**config.mk**
```make
export PLATFORM = sky130hd
export DESIGN_NAME = prism_out_capture
export DESIGN_NICKNAME = d
export VERILOG_FILES = /design/src/rtl/prism_out_capture.sv
export SDC_FILE = /design/constraint.sdc
export NUM_CORES = 1
export LEC_CHECK = 0
export CORE_MARGIN = 3
export CORE_UTILIZATION = 59
export DETAILED_ROUTE_END_ITERATION = 16
export PLACE_DENSITY = 0.85
export SLEW_MARGIN = 20
export SYNTH_ARGS = -nofsm -noshare
export SYNTH_HDL_FRONTEND = slang
export SYNTH_SLANG_ARGS = --single-unit
```
**constraint.sdc**
```tcl
create_clock -name clk -period 4.45 [get_ports clk]
set_input_delay 0.445 -clock clk [delete_from_list [all_inputs] [get_ports clk]]
set_output_delay 0.445 -clock clk [all_outputs]
set_load 0.02 [all_outputs]
```
**src/rtl/prism_out_capture.sv**
```systemverilog
// Timestamped change-capture FIFO for the PRISM out_data bus.
// Each change of the monitored word is queued with a free-running timestamp.
module prism_out_capture #(
  parameter  int DEPTH = 8,
  parameter  int DW    = 13,
  parameter  int TSW   = 16,
  localparam int CW    = $clog2(DEPTH) + 1
) (
  input  logic          clk,
  input  logic          rst_n,
  input  logic          enable,
  input  logic          clear,
  input  logic [DW-1:0] out_data,
  input  logic          rd_en,
  output logic [31:0]   rd_data,
  output logic [CW-1:0] count,
  output logic          empty,
  output logic          full,
  output logic          overflow,
  input  logic [CW-1:0] thresh,
  output logic          irq
);

  localparam int AW  = CW - 1;
  localparam int PAD = 32 - TSW - DW;

  logic [DW-1:0]  prev;
  logic [TSW-1:0] ts;
  logic [AW-1:0]  wptr;
  logic [AW-1:0]  rptr;
  logic [CW-1:0]  cnt;
  logic           ovf;

  logic [DW-1:0]  mem_d [DEPTH];
  logic [TSW-1:0] mem_t [DEPTH];

  logic chg;
  logic push;
  logic pop;

  assign chg  = enable && (out_data != prev);
  assign pop  = rd_en && !empty;
  // A pop on a full FIFO frees the slot the push needs.
  assign push = chg && (!full || pop);

  assign count    = cnt;
  assign empty    = (cnt == '0);
  assign full     = (cnt == CW'(DEPTH));
  assign overflow = ovf;
  assign irq      = (thresh != '0) && (cnt >= thresh);

  assign rd_data = empty ? 32'd0
                 : {mem_t[rptr], {PAD{1'b0}}, mem_d[rptr]};

  always_ff @(posedge clk or negedge rst_n) begin
    if (!rst_n) begin
      prev <= '0;
    end else begin
      prev <= out_data;
    end
  end

  always_ff @(posedge clk or negedge rst_n) begin
    if (!rst_n) begin
      ts <= '0;
    end else if (clear) begin
      ts <= '0;
    end else if (enable) begin
      ts <= ts + TSW'(1);
    end
  end

  always_ff @(posedge clk or negedge rst_n) begin
    if (!rst_n) begin
      wptr <= '0;
      rptr <= '0;
      cnt  <= '0;
      ovf  <= 1'b0;
    end else if (clear) begin
      wptr <= '0;
      rptr <= '0;
      cnt  <= '0;
      ovf  <= 1'b0;
    end else begin
      if (push) begin
        wptr <= wptr + AW'(1);
      end
      if (pop) begin
        rptr <= rptr + AW'(1);
      end
      unique case ({push, pop})
        2'b10:   cnt <= cnt + CW'(1);
        2'b01:   cnt <= cnt - CW'(1);
        default: cnt <= cnt;
      endcase
      if (chg && !push) begin
        ovf <= 1'b1;
      end
    end
  end

  // Storage is deliberately left unreset; only pointers gate visibility.
  always_ff @(posedge clk) begin
    if (push && !clear) begin
      mem_d[wptr] <= out_data;
      mem_t[wptr] <= ts;
    end
  end

endmodule

```
### Word-level counts from Yosys, hierarchy flattened

Memories as Yosys holds them, arrays and structs flattened.
Cells that the tools add are included.

| word-level totals | value |
|---|---|
| register bits | 40 |
| memory bits (writable) | 232 |
| logic and storage cells | 49 |
| memories kept | 2 |

| cells by class | value |
|---|---|
| add/subtract/negate cells | 5 |
| order comparisons | 1 |
| eq/ne operators | 4 |
| muxes and demuxes | 13 |
| reduce and logical (&&, ||, !) cells | 18 |

Memory list:

| name | words | bits a word | read ports | clocked after Yosys merged registers in | write ports | RTL line | text |
|---|---|---|---|---|---|---|---|
| mem_t | 8 | 16 | 1 | 0 | 1 | 35 | `logic [TSW-1:0] mem_t [DEPTH];` |
| mem_d | 8 | 13 | 1 | 0 | 1 | 34 | `logic [DW-1:0] mem_d [DEPTH];` |

Operator list:

| operator | count |
|---|---|
| $mux W16 | 2 |
| $mux W32 | 1 |
| $add A16 B1 Y16 const B | 1 |
| $ne A13 B13 Y1 | 1 |
| $mux W3 | 4 |
| $pmux W4 S2 | 1 |
| $reduce_bool A2 Y1 | 4 |
| $add A3 B1 Y3 const B | 2 |
| $logic_and A1 B1 Y1 | 6 |
| $add A4 B1 Y4 const B | 1 |
| $eq A4 B4 Y1 const B | 1 |
| $ge A4 B4 Y1 | 1 |
| $logic_not A1 Y1 | 4 |
| $logic_not A4 Y1 | 1 |
| $mux W1 | 4 |
| $mux W4 | 1 |
| $reduce_bool A4 Y1 | 1 |
| $sub A4 B1 Y4 const B | 1 |
| $reduce_bool A3 Y1 | 1 |
| $eq A2 B1 Y1 const B | 1 |
| $eq A2 B2 Y1 const B | 1 |
| $logic_or A1 B1 Y1 | 1 |

### Longest topological paths before layout

| depth | value |
|---|---|
| depth after elaboration | 9 |
| mapped depth | 11 |

### Least setup slack after synthesis

No wires, ideal clock.

| timing path | value |
|---|---|
| path type | reg2reg |
| start | reg cnt[1], in the netlist count[1] |
| end | mem mem_d[3][0], enable pin |
| library setup time | 0.458 ns |
| arrival time | 3.427 ns |
| required time | 3.992 ns |
| slack | 0.566 ns |
| cell stages (with the launch flop) | 7 |
| period minus slack after synthesis | 3.884 ns |
| cell sequence | dfrtp_1 nor3_1 nand2_1 nor2_1 nor2_1 nand3b_1 nor3b_1 |

| between the ends | value |
|---|---|
| longest elaborated chain between the ends | 8 |
| elaborated cells between the ends (all ways) | 10 |

RTL lines:

| what | RTL line | text |
|---|---|---|
| start, declared | 31 | `logic [CW-1:0] cnt;` |
| start signal, assigned | 92 | `2'b10: cnt <= cnt + CW'(1);` |
| start signal, assigned | 93 | `2'b01: cnt <= cnt - CW'(1);` |
| start signal, assigned | 94 | `default: cnt <= cnt;` |
| $logic_not A4 Y1 | 47 | `assign empty = (cnt == '0);` |
| $logic_not A1 Y1 | 42 | `assign pop = rd_en && !empty;` |
| $logic_and A1 B1 Y1 | 42 |  |
| $logic_or A1 B1 Y1 (*) | 44 | `assign push = chg && (!full \|\| pop);` |
| $logic_and A1 B1 Y1 (*) | 44 |  |
| $logic_and A1 B1 Y1 (*) | 104 | `if (push && !clear) begin` |
| $mux W1 (*) | 104 |  |
| $mux W1 (not written as such) (*) | 105 | `mem_d[wptr] <= out_data;` |
| end, declared | 34 |  |

Every way passes the cells marked *; elsewhere a longest branch is shown, timed or not.

### Worst setup path after layout

| timing path | value |
|---|---|
| start | reg rptr[0] |
| end | out rd_data[23] |

| between the ends | value |
|---|---|
| longest elaborated chain between the ends | 2 |

RTL lines:

| what | RTL line | text |
|---|---|---|
| start, declared | 30 | `logic [AW-1:0] rptr;` |
| start signal, assigned | 89 | `rptr <= rptr + AW'(1);` |
| $mem_v2 Z8 W16 | n/a |  |
| $mux W32 | 52 | `assign rd_data = empty ? 32'd0` |
| end, declared | 15 | `output logic [31:0] rd_data,` |

Every way passes these cells.

==> flow_summary.toml <==
[worst_setup_path]
cp_top_family = "buffers and inverters"
crit_fanout = 24
critical_path_class = "flip-flop to primary output"
start_kind = "flip-flop"
max_stage_delay_ns = 0.74
path_cells = "buf_4 > mux4_2 > mux2i_1 > nor2_1 > clkdlybuf4s50_1"
slowest_stage = "dfrtp_4"
critPathBufInv = 2
required_ns = 4.01
cp-startpoint = "rptr[0]$_DFFE_PN0P_"
cp-end-kind = "primary output"
r2r-start = "count[1]$_DFFE_PN0P_"
worst_ep_arrival_time_ns = 3.05

[hold_path]
hold_class = "input pin to async pin"

[drt]
first_pass_iters = 5
viasPerCell = 6.320
num_vias = 5637
drc = 0
ant_nets = 0
drt-wirelength-per-cell_um = 25.58
drt_iter0_drc = 496
drt_wl_total_um = 22820

[power_and_ir_drop]
irDropWorstVdd_mv = 0.4678
power_density_mw_per_mm2 = 533.3
power.total_mw = 6.727
p_leak_nw = 4.399

[clock_tree]
htree_levels = 1
cts_buffer_depth = 3
path_clk_slew_ns = 0.07
hold_buffers = 0
clkLatencyLatePin_ns = 0.52
clk_root_buffer_cell = "clkbuf_16"
cts_inserted_buffers = 25
clkSinkCount = 272
cts_resized = 0
cts_setup_buffers = 0
cts_tree = "yes"

[timing]
setup_viol = 0
period_needed_ns = 3.492
final_hold_viol_count = 0
rsz0062_at_grt = "no"
period_share_pct = 78.47
fmax_mhz = 286.4
slew_viol_final = 0
maxSlewHeadroom_pct = 23.36
final.setup.tns_ns = 0
worstMarginPinSlew_ns = 1.150
skew_ns = 0.01439

[logic_synthesis]
synth_seq_cells = 272
seq_area_frac_synth_pct = 73.41
synth_area_per_cell_um2 = 19.07
synth_cells = 569
synth_warnings = 0
syn_area_mm2 = 0.01085
ys_top_cells_by_area = "edfxtp_1 64%, mux4_2 12%, dfrtp_1 9.2%, mux2i_1 3.0%, nor2_1 2.0%"
synth.top_cell.area_share_pct = 64.19
yosysTopAreaCell = "edfxtp_1"
yosysUniqueCellTypes = 40

[global_routing]
grt.overflow.total = 0
antenna_found_initial = 0
grt_max_degree = 41
grt_pass1_wl_um = 35740
grtUsageTotal_pct = 23.66
grt_pass1_vias = 5992

[outcome]
outcome = "finished, final reports clean"

[place]
dp_hpwl_um = 12620
gp_congestion = 0.7446
port_buffers = 58

[floorplanning]
row_count = 48
core_region_area_mm2 = 0.01766
start_util_pct = 61.47
chipHeight_um = 141.6
num_io_pins = 62
die_area_mm2 = 0.02006
die_x_um = 141.6

[final_layout]
n_antenna_cell = 0
syn_to_final_growth_pct = 16.22
final_cell_mix = "232 x edfxtp_1, 58 x mux4_2, 58 x nor2_1"
final_nets = 680
layout_commonest_cell = "edfxtp_1"
drive_above_1_share_pct = 20.84
fill_cells = 1003

[flow_run]
maxCapViolations = 0
## per-stage QoR
step / instance area, µm² / std cells / utilization (%) / hold slack, ns / setup WS (ns)
final: 12610 / 892 / 71.44 / 0.1138 / 0.9583
after CTS: 12610 / 892 / 71.44 / 0.1337 / 0.8783
after global placement: 11790 / 846 / 66.74 / 0.5272 / 1.042
after floorplan: 10860 / 571 / - / 0.1494 / 0.5655
after global routing: 12610 / 892 / 71.44 / 0.1656 / 0.7971
after detailed placement: 11790 / 846 / 66.74 / 0.5396 / 0.9706
## cell usage after synthesis (all sizes together)
cell type / number
nor2b: 3
mux4: 58
a21o: 4
nand2: 11
dfrtp: 40
buf: 13
nand2b: 3
nor4: 3
nor2: 59
a21oi: 6
or4b: 1
clkbuf: 15
mux2i: 32
o2111ai: 1
nor3b: 4
edfxtp: 232
nand3: 6
nand3b: 1
and3: 4
o41ai: 1
and3b: 2
or2: 1
xor2: 9
xnor2: 21
ha: 9
nand4: 7
mux2: 3
o21ai: 3
nor3: 5
conb: 1
inv: 6
or3: 4
fa: 1
## cell families (layout without fill, tap and decap cells)
family | count (synthesis) | count (layout) | share of synthesized area [%]
other cells | 1 | 3 | 0.03455
buf+inv | 34 | 130 | 1.337
fa+ha+maj | 10 | 10 | 1.222
flops | 272 | 272 | 73.41
simple gates | 114 | 114 | 5.142
xor+xnor | 30 | 30 | 2.421
compound gates | 15 | 15 | 1.026
mux | 93 | 93 | 15.40
## where the power goes
group	internal, mW	switching, mW	total, mW
registers	2.83	0.146	2.98
clock network	1.25	0.906	2.15
logic	0.791	0.806	1.60
total	4.87	1.86	6.73
## routing by layer
metal / track usage [%] / wire, µm / vias to the layer above
met2: 40.11 / 11780 / 262
met3: 4.078 / 1547 / 53
met4: 7.879 / 574 / 0
li1: - / - / 2388
met5: 0 / 0 / -
met1: 31.72 / 8916 / 2934
## flip-flops by register name, summed over array words and instances (netlist names)
signal	cells
wptr	3
rptr	3
overflow	1
count	4
mem_d	104
mem_t	128
prev	13
ts	16
## final timing paths
| check | to | slack, ns | cells past startpoint |
|---|---|---|---|
| max | rd_data[23] | 0.96 | 5 |
| min | wptr[2]$_DFFE_PN0P_ | 0.11 | 1 |
| max reg2reg | count[3]$_DFFE_PN0P_ | 1.57 | 10 |
| min reg2reg | overflow$_DFFE_PN0P_ | 0.60 | 2 |
| max in group asynchronous | rptr[0]$_DFFE_PN0P_ | 3.59 | 1 |
| min in group clk | prev[10]$_DFF_PN0_ | 0.59 | 1 |
## area by class of cell
type,instances,area [µm²],area share [%]
sequential,272,7974,63.22
multi-input combinational,265,2781,22.05
tap,225,281.5,2.232
clock inverter,16,162.7,1.290
inverter,6,22.52,0.1786
timing repair buffer,78,725.7,5.753
clock buffer,30,665.6,5.277
(Power assumes the default switching activity.)
